===== src/rtl/alu_issue_stage.sv =====
// ALU issue stage: selects forwarded or register-file operands and holds them in a
// single-entry valid/ready pipeline register feeding the ALU.
module alu_issue_stage #(
    parameter bit FWD_EN = 1'b1
) (
    input  logic               clk,
    input  logic               rst,
    input  logic               in_valid,
    output logic               in_ready,
    input  logic [4:0]         in_aluop,
    input  logic [4:0]         in_rs1,
    input  logic [4:0]         in_rs2,
    input  logic [4:0]         in_rd,
    input  logic [31:0]        in_rs1_val,
    input  logic [31:0]        in_rs2_val,
    input  logic [31:0]        in_imm,
    input  logic               in_use_imm,
    input  logic               ex_fwd_valid,
    input  logic [4:0]         ex_fwd_rd,
    input  logic [31:0]        ex_fwd_data,
    input  logic               wb_fwd_valid,
    input  logic [4:0]         wb_fwd_rd,
    input  logic [31:0]        wb_fwd_data,
    input  logic               flush,
    output logic               out_valid,
    input  logic               out_ready,
    output logic signed [31:0] A,
    output logic signed [31:0] B,
    output logic [4:0]         ALUOp,
    output logic [4:0]         out_rd,
    output logic               out_illegal
);

    localparam logic [4:0] OP_ADD = 5'b00011;
    localparam logic [4:0] OP_SUB = 5'b00100;

    logic        accept;
    logic [31:0] opA;
    logic [31:0] opB;
    logic [31:0] rs2Fwd;
    logic        illegal;

    // EX result is newer than WB, so it wins; x0 is hardwired and never forwarded.
    function automatic logic [31:0] forwardOperand(input logic [4:0] rs, input logic [31:0] rfVal,
                                                   input logic exV, input logic [4:0] exRd,
                                                   input logic [31:0] exData,
                                                   input logic wbV, input logic [4:0] wbRd,
                                                   input logic [31:0] wbData);
        logic [31:0] r;
        r = rfVal;
        if (FWD_EN && rs != 5'd0) begin
            if (exV && exRd == rs)
                r = exData;
            else if (wbV && wbRd == rs)
                r = wbData;
        end
        return r;
    endfunction

    always_comb begin
        in_ready = (!out_valid || out_ready) && !rst;
        accept   = in_valid && in_ready;
        opA      = forwardOperand(in_rs1, in_rs1_val, ex_fwd_valid, ex_fwd_rd, ex_fwd_data,
                                  wb_fwd_valid, wb_fwd_rd, wb_fwd_data);
        rs2Fwd   = forwardOperand(in_rs2, in_rs2_val, ex_fwd_valid, ex_fwd_rd, ex_fwd_data,
                                  wb_fwd_valid, wb_fwd_rd, wb_fwd_data);
        opB      = in_use_imm ? in_imm : rs2Fwd;
        illegal  = (in_aluop != OP_ADD) && (in_aluop != OP_SUB);
    end

    // Flush beats a same-cycle accept and leaves the payload registers untouched.
    always_ff @(posedge clk) begin
        if (rst) begin
            out_valid   <= 1'b0;
            A           <= '0;
            B           <= '0;
            ALUOp       <= '0;
            out_rd      <= '0;
            out_illegal <= 1'b0;
        end else if (flush) begin
            out_valid <= 1'b0;
        end else if (accept) begin
            out_valid   <= 1'b1;
            A           <= opA;
            B           <= opB;
            ALUOp       <= in_aluop;
            out_rd      <= in_rd;
            out_illegal <= illegal;
        end else if (out_valid && out_ready) begin
            out_valid <= 1'b0;
        end
    end

endmodule


===== config.mk =====
export PLATFORM = sky130hd
export DESIGN_NAME = alu_issue_stage
export DESIGN_NICKNAME = d
export VERILOG_FILES = /design/src/rtl/alu_issue_stage.sv
export SDC_FILE = /design/constraint.sdc
export NUM_CORES = 1
export LEC_CHECK = 0
export CAP_MARGIN = 20
export CORE_ASPECT_RATIO = 0.5
export CORE_MARGIN = 1.5
export CORE_UTILIZATION = 40
export CTS_BUF_LIST = sky130_fd_sc_hd__clkbuf_4 sky130_fd_sc_hd__clkbuf_8 sky130_fd_sc_hd__clkbuf_16
export CTS_CLUSTER_DIAMETER = 200
export DETAILED_ROUTE_END_ITERATION = 8
export PLACE_DENSITY = 0.83
export SYNTH_ARGS = -nofsm -noshare
export SYNTH_HDL_FRONTEND = slang
export SYNTH_SLANG_ARGS = --single-unit

===== constraint.sdc =====
create_clock -name clk -period 2.05 [get_ports clk]
set_input_delay 0.41 -clock clk [delete_from_list [all_inputs] [get_ports clk]]
set_output_delay 0.41 -clock clk [all_outputs]
set_load 0.03 [all_outputs]

==> impl_metrics.prom <==
# TYPE chip_impl_metric gauge
chip_impl_info{name="worst_path_dominant_cell_family",value="buffers and inverters"} 1
chip_impl_metric{name="synth_fp_nets",unit=""} 849
chip_impl_metric{name="finalHoldViolCount",unit=""} 0
chip_impl_metric{name="synthesis.area",unit="um2"} 5226
chip_impl_metric{name="finalInstanceArea",unit="um2"} 9155
chip_impl_metric{name="power.leakage",unit="nW"} 3.544
chip_impl_info{name="timing.hold.worst.class",value="register to register"} 1
chip_impl_metric{name="global_route_wire_length_before_repair",unit="um"} 35840
chip_impl_metric{name="drtIter0Drc",unit=""} 861
chip_impl_metric{name="filler_free_cell_count_of_the_finished_design",unit=""} 1100
chip_impl_info{name="status",value="finished, violations left"} 1
chip_impl_metric{name="synth_simple_gate_area_share",unit="%"} 20.18
chip_impl_metric{name="cts.sink_count",unit=""} 76
chip_impl_metric{name="clk_pin_slew",unit="ps"} 60
chip_impl_metric{name="num_io_pins",unit=""} 275
chip_impl_metric{name="cts_stage_hold_buffer_count",unit=""} 0
chip_impl_info{name="grt_setup_unrepaired",value="true"} 1
chip_impl_metric{name="synth.mux.area_fraction",unit="%"} 0
chip_impl_info{name="worstPathCellList",value="clkdlybuf4s50_1, xor2_1, nor4_4, nand3_4, clkbuf_16, a221oi_2, o32ai_1"} 1
chip_impl_metric{name="worst_slack",unit="ps"} -122.0
chip_impl_metric{name="layout-drive-gt1-share",unit="%"} 13.98
chip_impl_metric{name="synth_seq_area_share",unit="%"} 29.11
chip_impl_metric{name="synth.avg_cell_area",unit="um2"} 8.028
chip_impl_metric{name="ys_types",unit=""} 34
chip_impl_metric{name="vias",unit=""} 6945
chip_impl_metric{name="timing.critical_path.buf_inv",unit=""} 2
chip_impl_metric{name="port_buffers",unit=""} 274
chip_impl_metric{name="starting_density_of_the_core",unit="%"} 41.15
chip_impl_metric{name="number_of_maximum_capacitance_constraint_violations",unit=""} 0
chip_impl_metric{name="fp.dieArea",unit="um2"} 13800
chip_impl_metric{name="std_cell_rows",unit=""} 29
chip_impl_metric{name="worst_max_slew_pin_slew",unit="ps"} 654.5
chip_impl_metric{name="clock_path_buffers",unit=""} 2
chip_impl_metric{name="areaGrowthSynthToFinish",unit="%"} 75.17
chip_impl_metric{name="grt_start_max_net_pins",unit=""} 49
chip_impl_metric{name="synthCells",unit=""} 651
chip_impl_metric{name="routed_wire_length_per_instance",unit="um"} 22.66
chip_impl_info{name="critPathSlowestCell",value="sky130_fd_sc_hd__clkdlybuf4s50_1"} 1
chip_impl_metric{name="arrival",unit="ps"} 2380
chip_impl_metric{name="clock_latency",unit="ps"} 340
chip_impl_metric{name="die_width",unit="um"} 164.7
chip_impl_metric{name="grt.total_usage",unit="%"} 32.77
chip_impl_metric{name="number_of_antenna_violations_at_the_first_check_in_global_routing",unit=""} 0
chip_impl_metric{name="cpPeakStageDelay",unit="ps"} 440
chip_impl_info{name="tritoncts",value="done"} 1
chip_impl_metric{name="synth_compound_area_share",unit="%"} 41.23
chip_impl_metric{name="setup-tns-final",unit="ps"} -1341
chip_impl_metric{name="fp.dieH",unit="um"} 83.83
chip_impl_metric{name="post-dp-hpwl",unit="um"} 15740
chip_impl_metric{name="cts.htree.levels",unit=""} 3
chip_impl_metric{name="sum_of_overflow_across_all_layers_after_global_routing",unit=""} 0
chip_impl_metric{name="finalWorstPathRequiredPeriod",unit="ps"} 2172
chip_impl_metric{name="setup_viol_count_final",unit=""} 36
chip_impl_info{name="crit_path_start_kind",value="input port"} 1
chip_impl_info{name="end_kind",value="register"} 1
chip_impl_metric{name="post-layout-total-power",unit="mW"} 5.160
chip_impl_metric{name="layout.nets",unit=""} 1123
chip_impl_info{name="clock_tree.root_cell",value="sky130_fd_sc_hd__clkbuf_16"} 1
chip_impl_metric{name="firstDrtPassIters",unit=""} 6
chip_impl_metric{name="diodes",unit=""} 0
chip_impl_metric{name="design.core.area",unit="um2"} 12700
chip_impl_metric{name="clock.fmax",unit="GHz"} 0.4604
chip_impl_metric{name="post_drt_via_cell_ratio",unit=""} 6.314
chip_impl_metric{name="ys.warnings.count",unit=""} 0
chip_impl_metric{name="post-route-period-util",unit="%"} 106.0
chip_impl_info{name="synth_top_family_by_area",value="compound AO/OA/AOI/OAI gates"} 1
chip_impl_metric{name="numCtsBuffers",unit=""} 9
chip_impl_metric{name="place_congestion",unit=""} 0.8692
chip_impl_metric{name="clock_tree_skew_after_final_layout",unit="ps"} 5.568
chip_impl_metric{name="max_slew_margin",unit="%"} 56.27
chip_impl_metric{name="remaining_number_of_nets_flagged_by_the_antenna_check_after_routing",unit=""} 0
chip_impl_metric{name="drc_violations",unit=""} 0
chip_impl_metric{name="dpl_cell_area",unit="um2"} 8449
chip_impl_metric{name="totalWireLength",unit="um"} 24930
chip_impl_info{name="failed_checks",value="negative setup slack"} 1
chip_impl_info{name="worstSetupPathType",value="input port to register"} 1
chip_impl_metric{name="synth_fa_ha_area_share",unit="%"} 0
chip_impl_metric{name="pwr_density_cell",unit="nW/um2"} 563.7
chip_impl_metric{name="yosys.area_share.xor_xnor",unit="%"} 3.352
chip_impl_metric{name="synth-seq-cells",unit=""} 76
chip_impl_metric{name="dp_cells",unit=""} 1071
chip_impl_metric{name="timing_max_transition_violations_final",unit=""} 0
chip_impl_metric{name="power.ir.vdd_worst",unit="mV"} 0.4101
chip_impl_metric{name="grt_pass1_vias",unit=""} 6814
chip_impl_metric{name="critPathMaxFanout",unit=""} 6
chip_impl_metric{name="finish.utilization",unit="%"} 72.09
chip_impl_metric{name="crit_required",unit="ps"} 2260
## layout make-up
cell class	instances	area, um2
tap	170	212.7
multi-input combinational	501	3513
inverter	1	3.754
fill	903	3545
clock inverter	6	111.4
clock buffer	10	239.0
timing repair buffer	336	3553
sequential	76	1521
## state kept, by name, indices dropped and copies added (netlist names)
name,cells
out_illegal,1
A,32
B,32
out_rd,5
out_valid,1
ALUOp,5
## path summary, 6_finish.rpt
path,from,to,slack [ps],depth (start not counted)
worst max-delay path,wb_fwd_rd[2],B[31],-120,7
worst min-delay path,out_rd[4],out_rd[4],460,2
worst min register to register,out_rd[4],out_rd[4],460,2
worst max register to register,out_valid,B[19],370,5
## power breakdown
part	switching, mW	internal (mW)
clock network	0.688	1.22
registers	0.0535	1.57
logic	0.789	0.832
total	1.53	3.63
## cell usage in the layout, fill, tap and decap left out, types with 2 or more instances in the layout
cell,count
sky130_fd_sc_hd__a21oi_1,11
sky130_fd_sc_hd__buf_12,15
sky130_fd_sc_hd__a21boi_0,12
sky130_fd_sc_hd__a21boi_1,20
sky130_fd_sc_hd__nand4_1,2
sky130_fd_sc_hd__a21o_1,32
sky130_fd_sc_hd__and3_1,33
sky130_fd_sc_hd__xor2_1,8
sky130_fd_sc_hd__clkdlybuf4s50_1,257
sky130_fd_sc_hd__a21oi_4,2
sky130_fd_sc_hd__nor2_1,130
sky130_fd_sc_hd__nand2_1,55
sky130_fd_sc_hd__nor3_1,3
sky130_fd_sc_hd__a221oi_1,32
sky130_fd_sc_hd__o31a_1,32
sky130_fd_sc_hd__bufinv_16,3
sky130_fd_sc_hd__o221ai_1,32
sky130_fd_sc_hd__nor2_2,5
sky130_fd_sc_hd__dfxtp_1,76
sky130_fd_sc_hd__xnor2_1,11
sky130_fd_sc_hd__a221oi_2,31
sky130_fd_sc_hd__o32ai_1,31
sky130_fd_sc_hd__dlymetal6s2s_1,15
sky130_fd_sc_hd__buf_4,36
sky130_fd_sc_hd__clkbuf_16,15
sky130_fd_sc_hd__buf_6,6
## worst register-to-register path: cells and delay by family, from the launching register on
kind               cells  cell delay [ps]
and+or+nand+nor        2              270
DFF                    1              320
AOI/OAI and AO/OA      3              990
## logic make-up (layout without fill, tap and decap cells)
family                 Yosys count  count (layout)
buffers and inverters           75             353
flip-flops                      76              76
AND/OR/NAND/NOR                241             241
AO/OA/AOI/OAI                  239             240
XOR/XNOR                        20              20
## cell usage after synthesis, drive strengths merged
| cell type | n | area, um2 |
|---|---|---|
| nor4 | 3 | 33.78 |
| nor3b | 1 | 12.51 |
| clkbuf | 54 | 202.7 |
| o32ai | 32 | 280.3 |
| a2bb2o | 1 | 10.01 |
| nand4 | 2 | 12.51 |
| xnor2 | 12 | 105.1 |
| o211ai | 1 | 7.510 |
| nor3 | 3 | 15.01 |
| a221oi | 64 | 748.2 |
| nand2 | 56 | 210.2 |
| buf | 20 | 113.9 |
| a21o | 32 | 240.2 |
| and3 | 34 | 212.7 |
| a21boi | 32 | 240.2 |
| dfxtp | 76 | 1521 |
| nor2 | 136 | 510.5 |
| o221ai | 32 | 280.3 |
| inv | 1 | 3.750 |
| and2 | 1 | 6.260 |
| xor2 | 8 | 70.07 |
| nand2b | 1 | 6.260 |
| nand3 | 2 | 22.52 |
| a21oi | 12 | 60.06 |
| nor2b | 1 | 6.260 |
| o31a | 32 | 280.3 |
| or2 | 1 | 6.260 |
| o21a | 1 | 7.510 |
## per-stage QoR
step                      worst slack (ps)  hold WS, ps
after floorplan                      278.7        533.9
after global placement              -373.5        441.9
after global routing                -140.7        477.8
after CTS                            42.87        459.2
after detailed placement            -481.5        449.1
final                               -122.0        457.2
## repair_timing
action / CTS / global route
endpoints found under the setup margin: 39 / 52
pin swaps: 2 / 6
buffers inserted: 0 / 4
gates resized for setup: 5 / 32
gates cloned: 1 / 8
## per-layer routing
metal	vias up	GRT usage (%)	wire length [um]	share of wire, %
met3	124	6.160	2386	9.6
met5	-	0	0	0
li1	3035	-	-	-
met2	545	54.01	11700	47
met4	0	16.54	1165	4.7
met1	3241	40.82	9679	39
No activity file was read; power rests on OpenSTA's default activity.
